### config.mk
export PLATFORM = sky130hd
export DESIGN_NAME = aes_stream_ctrl
export DESIGN_NICKNAME = d
export VERILOG_FILES = /design/src/rtl/aes_stream_ctrl_pkg.sv /design/src/rtl/aes_stream_ctrl.sv
export SDC_FILE = /design/constraint.sdc
export NUM_CORES = 1
export LEC_CHECK = 0
export CAP_MARGIN = 20
export CORE_ASPECT_RATIO = 1.4
export CORE_MARGIN = 1
export CORE_UTILIZATION = 46
export CTS_CLUSTER_DIAMETER = 40
export DETAILED_ROUTE_END_ITERATION = 8
export PLACE_DENSITY = 0.73
export SLEW_MARGIN = 20
export SYNTH_ARGS = -nofsm -noshare
export SYNTH_HDL_FRONTEND = slang
export SYNTH_SLANG_ARGS = --single-unit
### constraint.sdc
create_clock -name clk -period 2.1 [get_ports clk]
set_input_delay 0.21 -clock clk [delete_from_list [all_inputs] [get_ports clk]]
set_output_delay 0.21 -clock clk [all_outputs]
set_load 0.005 [all_outputs]
### src/rtl/aes_stream_ctrl_pkg.sv
// Shared constants, FSM encoding and response-word helpers for the AES stream command front-end.
`timescale 1ns/1ps
package aes_stream_ctrl_pkg;

    localparam int KEY_S    = 128;
    localparam int BLK_S    = 128;
    localparam int CTRL_S   = 3;
    localparam int STATUS_S = 4;

    localparam logic [CTRL_S-1:0] CTRL_KEY     = 3'd1;
    localparam logic [CTRL_S-1:0] CTRL_ENCRYPT = 3'd2;

    localparam logic [STATUS_S-1:0] S_KEY_MASK  = 4'b0001;
    localparam logic [STATUS_S-1:0] S_ENC_MASK  = 4'b0010;
    localparam logic [STATUS_S-1:0] S_BUSY_MASK = 4'b0100;
    localparam logic [STATUS_S-1:0] S_ERR_MASK  = 4'b1000;

    localparam int KEY_WORDS   = KEY_S / 32;
    localparam int BLK_WORDS   = BLK_S / 32;
    localparam int STAGE_S     = (KEY_S > BLK_S) ? KEY_S : BLK_S;
    localparam int STAGE_WORDS = STAGE_S / 32;

    localparam int          RESP_ERR_BIT      = 31;
    localparam logic [31:0] RESP_TIMEOUT_WORD = 32'h8000_0000;

    typedef enum logic [2:0] {
        ST_BOOT,
        ST_IDLE,
        ST_LOAD,
        ST_DRAIN,
        ST_START,
        ST_WAIT,
        ST_SEND
    } state_t;

    function automatic logic is_known_ctrl(input logic [CTRL_S-1:0] code);
        return (code == CTRL_KEY) || (code == CTRL_ENCRYPT);
    endfunction

    function automatic int payload_words(input logic [CTRL_S-1:0] code);
        return (code == CTRL_KEY) ? KEY_WORDS : BLK_WORDS;
    endfunction

    function automatic logic [31:0] status_word(input logic err_bit, input logic [STATUS_S-1:0] st);
        logic [31:0] w;
        w                  = '0;
        w[STATUS_S-1:0]    = st;
        w[RESP_ERR_BIT]    = err_bit;
        return w;
    endfunction

endpackage

### src/rtl/aes_stream_ctrl.sv
// AXI-Stream command front-end for aes_top: loads key/plaintext packets, pulses en,
// waits for en_o (or times out) and serializes the status/ciphertext response.
`timescale 1ns/1ps
module aes_stream_ctrl
    import aes_stream_ctrl_pkg::*;
#(
    parameter int TIMEOUT = 1024
) (
    input  logic                clk,
    input  logic                reset,
    input  logic [31:0]         s_axis_tdata,
    input  logic                s_axis_tvalid,
    output logic                s_axis_tready,
    input  logic                s_axis_tlast,
    output logic [31:0]         m_axis_tdata,
    output logic                m_axis_tvalid,
    input  logic                m_axis_tready,
    output logic                m_axis_tlast,
    output logic [0:KEY_S-1]    aes_key,
    output logic [0:BLK_S-1]    aes_plaintext,
    input  logic [0:BLK_S-1]    aes_ciphertext,
    output logic [CTRL_S-1:0]   ctrl,
    output logic                en,
    input  logic [STATUS_S-1:0] status,
    input  logic                en_o,
    output logic                err
);

    localparam int WCNT_W = $clog2(STAGE_WORDS + 1);
    localparam int TCNT_W = $clog2(TIMEOUT + 1);
    localparam int RCNT_W = $clog2(BLK_WORDS + 1);

    state_t              state;
    state_t              state_next;
    logic                take;
    logic                hdr_known;
    logic                last_word;
    logic                timeout_hit;
    logic                err_set;
    logic [CTRL_S-1:0]   hdr_code;
    logic [WCNT_W-1:0]   word_cnt;
    logic [WCNT_W-1:0]   need_words;
    logic [TCNT_W-1:0]   tmo_cnt;
    logic [RCNT_W-1:0]   resp_left;
    logic [0:STAGE_S-1]  stage;
    logic [0:STAGE_S-1]  stage_nx;
    logic [BLK_S-1:0]    resp_sr;

    assign take         = s_axis_tvalid && s_axis_tready;
    assign hdr_code     = s_axis_tdata[CTRL_S-1:0];
    assign hdr_known    = is_known_ctrl(hdr_code);
    assign last_word    = (word_cnt == need_words - WCNT_W'(1));
    assign timeout_hit  = (tmo_cnt == TCNT_W'(TIMEOUT - 1));
    assign m_axis_tdata = resp_sr[BLK_S-1 -: 32];

    // BOOT keeps s_axis_tready low for the first cycle after reset releases.
    always_ff @(posedge clk) begin
        if (reset) begin
            state <= ST_BOOT;
        end else begin
            state <= state_next;
        end
    end

    always_comb begin
        state_next = state;
        err_set    = 1'b0;
        case (state)
            ST_BOOT: state_next = ST_IDLE;
            ST_IDLE: begin
                if (take) begin
                    if (hdr_known && !s_axis_tlast) begin
                        state_next = ST_LOAD;
                    end else begin
                        err_set    = 1'b1;
                        state_next = s_axis_tlast ? ST_IDLE : ST_DRAIN;
                    end
                end
            end
            ST_LOAD: begin
                if (take) begin
                    if (last_word && s_axis_tlast) begin
                        state_next = ST_START;
                    end else if (s_axis_tlast) begin
                        err_set    = 1'b1;
                        state_next = ST_IDLE;
                    end else if (last_word) begin
                        err_set    = 1'b1;
                        state_next = ST_DRAIN;
                    end
                end
            end
            ST_DRAIN: begin
                if (take && s_axis_tlast) begin
                    state_next = ST_IDLE;
                end
            end
            ST_START: state_next = ST_WAIT;
            ST_WAIT: begin
                // en_o takes priority over a timeout landing in the same cycle.
                if (en_o) begin
                    state_next = ST_SEND;
                end else if (timeout_hit) begin
                    err_set    = 1'b1;
                    state_next = ST_SEND;
                end
            end
            ST_SEND: begin
                if (m_axis_tready && (resp_left == RCNT_W'(1))) begin
                    state_next = ST_IDLE;
                end
            end
            default: state_next = ST_IDLE;
        endcase
    end

    always_comb begin
        s_axis_tready = 1'b0;
        en            = 1'b0;
        m_axis_tvalid = 1'b0;
        m_axis_tlast  = 1'b0;
        case (state)
            ST_IDLE, ST_LOAD, ST_DRAIN: s_axis_tready = 1'b1;
            ST_START:                   en            = 1'b1;
            ST_SEND: begin
                m_axis_tvalid = 1'b1;
                m_axis_tlast  = (resp_left == RCNT_W'(1));
            end
            default: ;
        endcase
    end

    // Payload words assemble big-endian: first beat lands in bits [0:31].
    always_comb begin
        stage_nx = stage;
        if ((state == ST_LOAD) && take) begin
            stage_nx[int'(word_cnt)*32 +: 32] = s_axis_tdata;
        end
    end

    always_ff @(posedge clk) begin
        stage <= stage_nx;
    end

    always_ff @(posedge clk) begin
        if (reset) begin
            word_cnt      <= '0;
            need_words    <= '0;
            tmo_cnt       <= '0;
            resp_left     <= '0;
            resp_sr       <= '0;
            ctrl          <= '0;
            aes_key       <= '0;
            aes_plaintext <= '0;
            err           <= 1'b0;
        end else begin
            if (err_set) begin
                err <= 1'b1;
            end
            case (state)
                ST_IDLE: begin
                    word_cnt <= '0;
                    if (take && hdr_known && !s_axis_tlast) begin
                        ctrl       <= hdr_code;
                        need_words <= WCNT_W'(payload_words(hdr_code));
                    end
                end
                ST_LOAD: begin
                    if (take) begin
                        word_cnt <= word_cnt + WCNT_W'(1);
                        // Commit only a well-formed packet so a bad one leaves key/block untouched.
                        if (last_word && s_axis_tlast) begin
                            if (ctrl == CTRL_KEY) begin
                                aes_key <= stage_nx[0:KEY_S-1];
                            end else begin
                                aes_plaintext <= stage_nx[0:BLK_S-1];
                            end
                        end
                    end
                end
                ST_START: tmo_cnt <= '0;
                ST_WAIT: begin
                    tmo_cnt <= tmo_cnt + TCNT_W'(1);
                    if (en_o) begin
                        if (ctrl == CTRL_KEY) begin
                            resp_sr   <= {status_word(1'b0, status), {(BLK_S-32){1'b0}}};
                            resp_left <= RCNT_W'(1);
                        end else begin
                            resp_sr   <= aes_ciphertext;
                            resp_left <= RCNT_W'(BLK_WORDS);
                        end
                    end else if (timeout_hit) begin
                        resp_sr   <= {RESP_TIMEOUT_WORD | status_word(1'b0, status), {(BLK_S-32){1'b0}}};
                        resp_left <= RCNT_W'(1);
                    end
                end
                ST_SEND: begin
                    if (m_axis_tready) begin
                        resp_sr   <= resp_sr << 32;
                        resp_left <= resp_left - RCNT_W'(1);
                    end
                end
                default: ;
            endcase
        end
    end

endmodule

Word-level counts from Yosys, hierarchy flattened
Index checks and enable logic that the tools add are counted.

Flip-flop bits (word level): 537. Bits in latches: 0. RAM bits: 0. Bits in read-only memories: 0. Bits of input ports: 170. Output and inout port bits: 296. Memories: 0.

Add/sub/neg operators: 5. Multipliers: 0. Div/mod/pow operators: 0. Order comparisons: 0. Equal/unequal tests: 19. Shift operators: 2. Multiplexer cells: 40. Bitwise logic cells: 2. Reduce and logical (&&, ||, !) cells: 20.

Operators by type and width (count): $mux W128 (5); $pmux W128 S2 (1); $shift A129 B33 Y128 const A (1); $shiftx A129 B33 Y128 (1); $bwmux W128 (1); $mux W3 (14); $neg A32 Y33 (1); $not A8 Y32 (1); $pmux W11 S2 (1); $pmux W3 S6 (1); $eq A3 B1 Y1 const B (4); $mux W1 (12); $pmux W3 S2 (2); $add A11 B1 Y11 const B (1); $eq A11 B10 Y1 const B (1); $ne A2 B2 Y1 const B (5); $eq A3 B2 Y1 const B (3); $eq A3 B3 Y1 const B (3); $logic_and A1 B1 Y1 (8); $reduce_and A4 Y1 (2); $reduce_and A6 Y1 (1); $reduce_bool A2 Y1 (3); $sub A3 B1 Y3 const B (2); $mux W2 (2); other kinds (11) (12).

Depth between registers and ports, before layout
Gate-level depths: netlist of the first run.

Depth in word-level cells: 7. Gate-level depth with buffers: 10. Gate-level depth less buffers: 8.

Worst setup path before layout of the first run
No wires, ideal clock.

Path kind: flip-flop to flip-flop. Start point: register word_cnt[1]. End point: register aes_plaintext[10] (netlist bit). Data arrival time: 1.861 ns. Slack: 0.105 ns. Cell stages (with the launch flop): 10. Path buffers: 2. Path through: dfxtp_1 > ha_1 > nand2_1 > inv_1 > ha_1 > nand2b_1 > nor3_2 > clkbuf_1 > clkbuf_1 > a211oi_1.

Word-level cells in the longest chain between the ends: 5. Elaborated cells on any way between the ends: 9. Classes of those cells: add/sub: 1; eq/ne: 1; shift: 2; mux: 2; bitwise: 1; reduce/logical: 2.

RTL lines: from (decl) (RTL line aes_stream_ctrl.sv:41) `logic [WCNT_W-1:0] word_cnt;`; from (signal assigned) (RTL line aes_stream_ctrl.sv:170) `word_cnt <= word_cnt + WCNT_W'(1);`; $not A8 Y32 (implied by the code) (RTL line aes_stream_ctrl.sv:137) `stage_nx[int'(word_cnt)*32 +: 32] = s_axis_tdata;`; $neg A32 Y33 (RTL line aes_stream_ctrl.sv:137); $shiftx A129 B33 Y128 / $shift A129 B33 Y128 (equally long branches) (RTL line aes_stream_ctrl.sv:137); $bwmux W128 (RTL line aes_stream_ctrl.sv:137); $mux W128 (RTL line aes_stream_ctrl.sv:136) `if ((state == ST_LOAD) && take) begin`; to (signal assigned) (RTL line aes_stream_ctrl.sv:176) `aes_plaintext <= stage_nx[0:BLK_S-1];`; to (decl) (RTL line aes_stream_ctrl.sv:20) `output logic [0:BLK_S-1] aes_plaintext,`.

Several ways; a longest one is shown, not always the timed one. A chain may end at the register's enable or synchronous reset.

Worst setup path after layout of the first run
Start point: register word_cnt[0]. End point: register aes_key[104] (netlist bit).

Word-level cells in the longest chain between the ends: 5. Elaborated cells on any way between the ends: 9. Classes of those cells: add/sub: 1; eq/ne: 1; shift: 2; mux: 2; bitwise: 1; reduce/logical: 2.

RTL lines: $not A8 Y32 (implied by the code) (RTL line aes_stream_ctrl.sv:137); $neg A32 Y33 (RTL line aes_stream_ctrl.sv:137); $shiftx A129 B33 Y128 / $shift A129 B33 Y128 (equally long branches) (RTL line aes_stream_ctrl.sv:137); $bwmux W128 (RTL line aes_stream_ctrl.sv:137); $mux W128 (RTL line aes_stream_ctrl.sv:136); to (signal assigned) (RTL line aes_stream_ctrl.sv:174) `aes_key <= stage_nx[0:KEY_S-1];`; to (decl) (RTL line aes_stream_ctrl.sv:19) `output logic [0:KEY_S-1] aes_key,`.

Several ways; a longest one is shown, not always the timed one.

==> flow_metrics.tcl, run 1 <==
set metrics [dict create \
    synthesis.area_per_instance_um2 9.232 \
    detailedRoute.firstIterationViolations 1300 \
    power.static_leakage_nw 13.51 \
    final_antenna_net_count 0 \
    grt_pass1_wl_mm 110.4 \
    cts_buffer_depth 3 \
    portion_of_the_post_synthesis_area_used_by_sequential_elements 0.4786 \
    finalNetCount 3092 \
    cts_num_sinks 537 \
    placement_rows 95 \
    synth-xor-area-share 0.0007799 \
    timing_max_transition_violations_final 0 \
    netlist.area_leader.share 0.4786 \
    cp_data_required_time_ps 2560 \
    max_freq_mhz 489.6 \
    grt_max_degree 90 \
    synth_area_leader_cell "sky130_fd_sc_hd__dfxtp_1" \
    final.fill_count 3841 \
    i_o_pin_cnt 466 \
    dr.pass1.iters 7 \
    number_of_buffers_created_by_cts 60 \
    status "completed" \
    synth.ff_latch_count 537 \
    power.ir.vdd_worst_uv 626.8 \
    port-buffer-count 465 \
    final_layout_size_suffix_gt1_frac 0.1519 \
    power.density_cell_area_mw_per_mm2 761.4 \
    setup.worst_path.end_class "flip-flop" \
    synth_nets 2613 \
    cts_hold_buf 0 \
    core_area_mm2 0.04814 \
    dpl_cell_area_mm2 0.02839 \
    tritoncts "built" \
    die_width_um 188.8 \
    routed_wirelength_mm 75.27 \
    total_of_max_cap_violations 0 \
    pre_cts_ws_ps -70.51 \
    grt_pass1_vias 19218 \
    simple_logic_cell_fraction_of_the_synthesized_area 0.1846 \
    post_synth_mux_area_share 0.1320 \
    final_min_period_over_clock_period 0.9726 \
    grt_overflow 0 \
    synth_adder_area_share 0.005571 \
    skew_ps 28.28 \
    crit_arrival_ps 2500 \
    hold_crit_class "input pin to flip-flop" \
    startpoint_type "flip-flop" \
    number_of_antenna_violations_at_the_first_check_in_global_routing 3 \
    synth_compound_area_frac 0.1224 \
    path_class "flip-flop to flip-flop" \
    fp.dieArea_mm2 0.04973 \
    floorplan.initialDensity 0.4666 \
    number_of_warnings_issued_by_yosys 0 \
    clk_transition_reported_paths_ps 60 \
    route.detailed.vias_per_inst 5.437 \
    setup_viol_count_final 0 \
    routedWlPerCell_um 20.94 \
    die_y_extent_um 263.5 \
    async_reset_ff_frac 0 \
    netlist_area_mm2 0.02246 \
    setup_tns_ps 0 \
    routed-via-count 19542 \
    largest_cells_by_area_after_synthesis "sky130_fd_sc_hd__dfxtp_1 (48%), sky130_fd_sc_hd__a211oi_1 (8.6%), sky130_fd_sc_hd__mux2i_1 (7.8%)" \
    timing_hold_violations_final 0 \
    cp_max_fo 18 \
    gpl.final_weighted_congestion 0.9152 \
    synth_top_family_by_area "simple AND/OR/NAND/NOR gates" \
    worst_max_slew_pin_slew_ps 830.1 \
    synthFlopType "sky130_fd_sc_hd__dfxtp_1" \
    ctsHtreeMaxLevel 2 \
    post_synth_edffs 0 \
    final.setup.worst_slack_ps 57.45 \
    postLayoutCellArea_mm2 0.03120 \
    global_route.usage.total 0.2854 \
    timing.hold.ws_ps 157.9 \
    postSynthCellCount 2433 \
    timing.reg2reg.setup_slack_ps 60 \
    cts-root-buf "sky130_fd_sc_hd__clkbuf_16" \
    yosys.cell_types.count 53 \
    area_growth_pct 38.92 \
    drcViolationCount 0 \
    finalCriticalPeriod_ps 2043 \
    clkLatencyLatePin_ps 630 \
    maxSlewHeadroom 0.4466 \
    place_hpwl_mm 51.04 \
]
[worst paths after layout]
kind,from,end,depth (start not counted)
hold / removal,reset,resp_sr[32],3
hold reg to reg,need_words[2],need_words[2],2
setup reg to reg,word_cnt[0],aes_key[104],11
setup / recovery,word_cnt[0],aes_key[104],11
[registers in the layout, summed over array words and instances (netlist names)]
signal and cells:
aes_key 128, word_cnt 3, resp_left 3, state 3, stage 128, resp_sr 128, aes_plaintext 128, ctrl 3
err 1, tmo_cnt 11, need_words 1
[routing by layer]
layer / wire [um] / global-route usage / vias to the layer above
met5: 26 / 0 / -
met4: 4752 / 0.1831 / 4
met3: 6366 / 0.06652 / 196
met2: 35520 / 0.4720 / 872
met1: 28600 / 0.3296 / 9237
li1: - / - / 9233
[critical path: stages (launching register included)]
cell and delay [ps]:
sky130_fd_sc_hd__dfxtp_1 340, sky130_fd_sc_hd__ha_2 190, sky130_fd_sc_hd__nand2_2 80, sky130_fd_sc_hd__inv_2 80, sky130_fd_sc_hd__ha_4 140, sky130_fd_sc_hd__nand2b_4 70
sky130_fd_sc_hd__nor3_4 210, sky130_fd_sc_hd__buf_6 170, sky130_fd_sc_hd__buf_12 170, sky130_fd_sc_hd__buf_4 150, sky130_fd_sc_hd__clkbuf_16 180, sky130_fd_sc_hd__a211oi_1 90
[kinds of logic after synthesis]
kind of cell / count (synthesis)
adders and majority gates: 10
xor gates and xnor gates: 2
buffers and inverters: 386
and+or+nand+nor: 831
AOI/OAI and AO/OA: 401
muxes: 266
DFF: 537
[layout by cell type, fill, tap and decap left out, types with 4 or more instances in the layout]
master,netlist,layout
sky130_fd_sc_hd__a211oi_1,257,237
sky130_fd_sc_hd__and3_1,10,10
sky130_fd_sc_hd__clkbuf_1,121,4
sky130_fd_sc_hd__dfxtp_1,537,532
sky130_fd_sc_hd__buf_12,0,28
sky130_fd_sc_hd__nor2b_1,98,95
sky130_fd_sc_hd__nand2_1,144,143
sky130_fd_sc_hd__clkinvlp_4,0,6
sky130_fd_sc_hd__buf_6,6,6
sky130_fd_sc_hd__a21oi_1,105,105
sky130_fd_sc_hd__mux2_2,41,41
sky130_fd_sc_hd__inv_1,140,139
sky130_fd_sc_hd__nand3_1,42,41
sky130_fd_sc_hd__buf_4,38,146
sky130_fd_sc_hd__a211oi_2,0,20
sky130_fd_sc_hd__clkbuf_16,0,69
sky130_fd_sc_hd__clkbuf_8,0,5
sky130_fd_sc_hd__inv_6,0,9
sky130_fd_sc_hd__inv_8,0,8
sky130_fd_sc_hd__nand4_1,98,98
sky130_fd_sc_hd__nand3b_1,5,5
sky130_fd_sc_hd__and2_1,133,133
sky130_fd_sc_hd__bufinv_16,0,8
sky130_fd_sc_hd__o21ai_0,15,15
sky130_fd_sc_hd__buf_16,0,4
sky130_fd_sc_hd__mux2_4,50,50
sky130_fd_sc_hd__mux2i_1,175,175
sky130_fd_sc_hd__clkdlybuf4s50_1,0,460
sky130_fd_sc_hd__a311o_1,4,4
sky130_fd_sc_hd__nor2_1,278,275
sky130_fd_sc_hd__clkinv_2,0,9
sky130_fd_sc_hd__ha_1,10,7
[power by group]
group	internal [W]	total [W]	leakage, nW	switching (W)
sequential	0.0105	0.0106	4.34	0.0000970
combinational	0.000819	0.00186	8.13	0.00105
clock	0.00661	0.0113	1.05	0.00467
total	0.0179	0.0238	13.5	0.00581
[cells in the mapped netlist, types with 4 or more instances]
library cell / number
sky130_fd_sc_hd__dfxtp_1: 537
sky130_fd_sc_hd__nor2_1: 278
sky130_fd_sc_hd__a211oi_1: 257
sky130_fd_sc_hd__mux2i_1: 175
sky130_fd_sc_hd__nand2_1: 144
sky130_fd_sc_hd__inv_1: 140
sky130_fd_sc_hd__and2_1: 133
sky130_fd_sc_hd__clkbuf_1: 121
sky130_fd_sc_hd__a21oi_1: 105
sky130_fd_sc_hd__nand4_1: 98
sky130_fd_sc_hd__nor2b_1: 98
sky130_fd_sc_hd__buf_2: 55
sky130_fd_sc_hd__mux2_4: 50
sky130_fd_sc_hd__nand3_1: 42
sky130_fd_sc_hd__mux2_2: 41
sky130_fd_sc_hd__buf_4: 38
sky130_fd_sc_hd__buf_1: 23
sky130_fd_sc_hd__o21ai_0: 15
sky130_fd_sc_hd__and3_1: 10
sky130_fd_sc_hd__ha_1: 10
sky130_fd_sc_hd__buf_6: 6
sky130_fd_sc_hd__nand3b_1: 5
sky130_fd_sc_hd__a311o_1: 4
[what timing repair did]
item / CTS / global route
pin swaps: 2 / 3
setup endpoints to repair: 9 / 328
setup buffers: 5 / 17
gates cloned: 2 / 9
resized for setup: 12 / 45
[through the flow]
stage | util | cells | power [W]
2_1_floorplan | - | 2433 | 0.01163
3_3_place_gp | 0.5898 | 3447 | 0.01261
6_report | 0.6482 | 3594 | 0.02376
5_1_grt | 0.6481 | 3593 | 0.02450
3_5_place_dp | 0.5898 | 3447 | 0.01265
4_1_cts | 0.6371 | 3567 | 0.02388
[layout make-up]
class,instances,area [um2],area share
Antenna cell,1,2.502,0.00008020
Sequential cell,537,10760,0.3449
Tap cell,630,788.3,0.02526
Clock buffer,70,1610,0.05161
Multi-Input combinational cell,1510,10190,0.3266
Clock inverter,43,533.0,0.01708
Inverter,142,533.0,0.01708
Timing Repair Buffer,661,6784,0.2174
Power figures use the tool's default switching activity.
==> inputs of run 2 (changes only) <==
- PLACE_DENSITY: 0.73 -> 0.81
- RECOVER_POWER: not set -> 50
- SLEW_MARGIN: 20 -> not set
==> run 2 against run 1 <==
Sequential share of layout area rose by 0.14 points. Utilization fell by 0.29 points. First-iteration DRC count fell by 4.9%. Worst hold slack improved by 6.9 ps. Setup slack got worse by 52 ps. Clock skew rose by 1.7 ps. Combinational power fell by 6%. Critical path depth did not move. Register-to-register slack got worse by 50 ps. Non-clock buffer count fell by 48. Clock power barely moved. Flip-flop and latch count did not move. Critical endpoint is now aes_key[125]. Highest routed layer unchanged.
==> flow_metrics.tcl, run 2 (synthesized netlist as in run 1, its figures left out) <==
set metrics [dict create \
    status "completed" \
    total_of_max_cap_violations 0 \
    holdPathStages 3 \
    routedWlPerCell_um 21.89 \
    global_route.usage.total 0.2920 \
    worstRegToRegCells 11 \
    setup.worst_path.end_class "flip-flop" \
    grt_max_degree 174 \
    tritoncts "built" \
    routed_wirelength_mm 77.73 \
    worst_max_slew_pin_slew_ps 902.7 \
    cp_max_fo 16 \
    cts_num_sinks 537 \
    cts_buffer_depth 3 \
    max_freq_mhz 477.3 \
    dr.pass1.iters 5 \
    gpl.final_weighted_congestion 0.9066 \
    mostFrequentLayoutCell "sky130_fd_sc_hd__dfxtp_1" \
    number_of_buffers_created_by_cts 59 \
    finalCriticalPeriod_ps 2095 \
    number_of_antenna_violations_at_the_first_check_in_global_routing 7 \
    p_clk_frac 0.485 \
    maxSlewHeadroom 0.3982 \
    startpoint_type "flip-flop" \
    fp.dieArea_mm2 0.04973 \
    detailedRoute.firstIterationViolations 1236 \
    timing.rr.start "word_cnt[1]" \
    pre_cts_ws_ps -140.3 \
    routed-via-count 19823 \
    cts-root-buf "sky130_fd_sc_hd__clkbuf_16" \
    die_y_extent_um 263.5 \
    clk_transition_reported_paths_ps 70 \
    crit_arrival_ps 2610 \
    die_width_um 188.8 \
    power.ir.vdd_worst_uv 788.9 \
    sw_frac_of_total 0.2432 \
    internal_power_w 0.01813 \
    setup_tns_ps 0 \
    hold_path.startpoint "aes_ciphertext[107]" \
    port-buffer-count 465 \
    unrepaired_setup_endpoints_after_global_routing "true" \
    i_o_pin_cnt 466 \
    final_layout_size_suffix_gt1_frac 0.1352 \
    final.fill_count 3532 \
    hold_crit_class "input pin to flip-flop" \
    power_frac_comb 0.073 \
    total_power_w 0.02396 \
    drcViolationCount 0 \
    power.net_switching_w 0.005827 \
    route.detailed.vias_per_inst 5.584 \
    skew_ps 29.97 \
    setup_viol_count_final 0 \
    grt_pass1_wl_mm 112.3 \
    final.setup.worst_slack_ps 4.988 \
    place_hpwl_mm 51.40 \
    ctsHtreeMaxLevel 2 \
    grt_overflow 0 \
    path_class "flip-flop to flip-flop" \
    timing.critical_path.from "word_cnt[1]" \
    finalNetCount 3043 \
    placement_rows 95 \
    layout_common_cells "sky130_fd_sc_hd__dfxtp_1 (533), sky130_fd_sc_hd__clkdlybuf4s50_1 (459), sky130_fd_sc_hd__nor2_1 (277)" \
    power.static_leakage_nw 13.35 \
    power.share.sequential 0.443 \
    core_area_mm2 0.04814 \
    timing_hold_violations_final 0 \
    grt_pass1_vias 19543 \
    final_min_period_over_clock_period 0.9976 \
    final_antenna_net_count 0 \
    cp_data_required_time_ps 2620 \
    power.density_cell_area_mw_per_mm2 771.3 \
    timing_max_transition_violations_final 0 \
    clkLatencyLatePin_ps 640 \
    area_growth_pct 38.30 \
    floorplan.initialDensity 0.4666 \
]
-- run 2: layout make-up --
class                   count  area, um2  share of cell area
repair buffers            613       6544              0.2107
multi-input cells        1510      10190              0.3281
flip-flops and latches    537      10760              0.3463
diodes                      6      15.01           0.0004834
clock buffers              77       1675             0.05394
well taps                 630      788.3             0.02538
inverters                 142      535.5             0.01724
clock inverters            35      555.5             0.01788
-- run 2: through the flow --
step | util | hold WS, ps | cells | area (um2)
5_1_grt | 0.6450 | 157.4 | 3545 | 31050
3_3_place_gp | 0.5824 | 445.1 | 3399 | 28030
2_1_floorplan | - | 353.9 | 2433 | 22460
6_report | 0.6453 | 164.8 | 3550 | 31060
3_5_place_dp | 0.5824 | 454.2 | 3399 | 28030
4_1_cts | 0.6362 | 135.3 | 3526 | 30620
-- run 2: path summary, 6_finish.rpt --
kind | to | slack (ps)
setup / recovery | aes_key[125] | 5
hold / removal | resp_sr[20] | 160
setup reg to reg | aes_key[125] | 5
hold reg to reg | need_words[2] | 460
-- run 2: what timing repair did --
action | 4_1_cts | 5_1_grt
resized for setup | 18 | 44
endpoints found under the setup margin | 75 | 284
gates cloned | 7 | 7
endpoints found under the hold margin | 6 | 0
pin swaps | 3 | 5
buffers inserted | 7 | 13
hold buffers | 1 | 0
-- run 2: layer usage --
layer  track usage  share of wire  up-vias
li1              -              -     9155
met1        0.3059           0.35     9485
met2        0.4964           0.48      943
met3       0.07839          0.086      230
met4        0.2212          0.080       10
met5             0        0.00087        -
-- run 2: worst max-delay path, cell delays in order, from the launching register on --
cell and delay [ps]:
sky130_fd_sc_hd__dfxtp_1 340, sky130_fd_sc_hd__ha_2 180, sky130_fd_sc_hd__nand2_1 70, sky130_fd_sc_hd__inv_1 90, sky130_fd_sc_hd__ha_4 150, sky130_fd_sc_hd__nand2b_4 80, sky130_fd_sc_hd__nor3_4 200, sky130_fd_sc_hd__buf_4 180
sky130_fd_sc_hd__clkbuf_16 170, sky130_fd_sc_hd__buf_16 150, sky130_fd_sc_hd__nor2_1 50, sky130_fd_sc_hd__a211oi_1 320
-- run 2: power by group through the flow --
stage	Sequential, W	Clock (W)	Combinational (W)
after floorplan	0.0108	0	0.000835
after global placement	0.0108	0	0.00163
after detailed placement	0.0108	0	0.00167
after CTS	0.0106	0.0117	0.00170
after global routing	0.0106	0.0121	0.00185
final	0.0106	0.0116	0.00174
==> inputs of run 3 (changes only) <==
- ABC_AREA: not set -> 0
==> results of run 3 <==
Same layout as run 2: the final DEF is identical, and so are final timing and power.
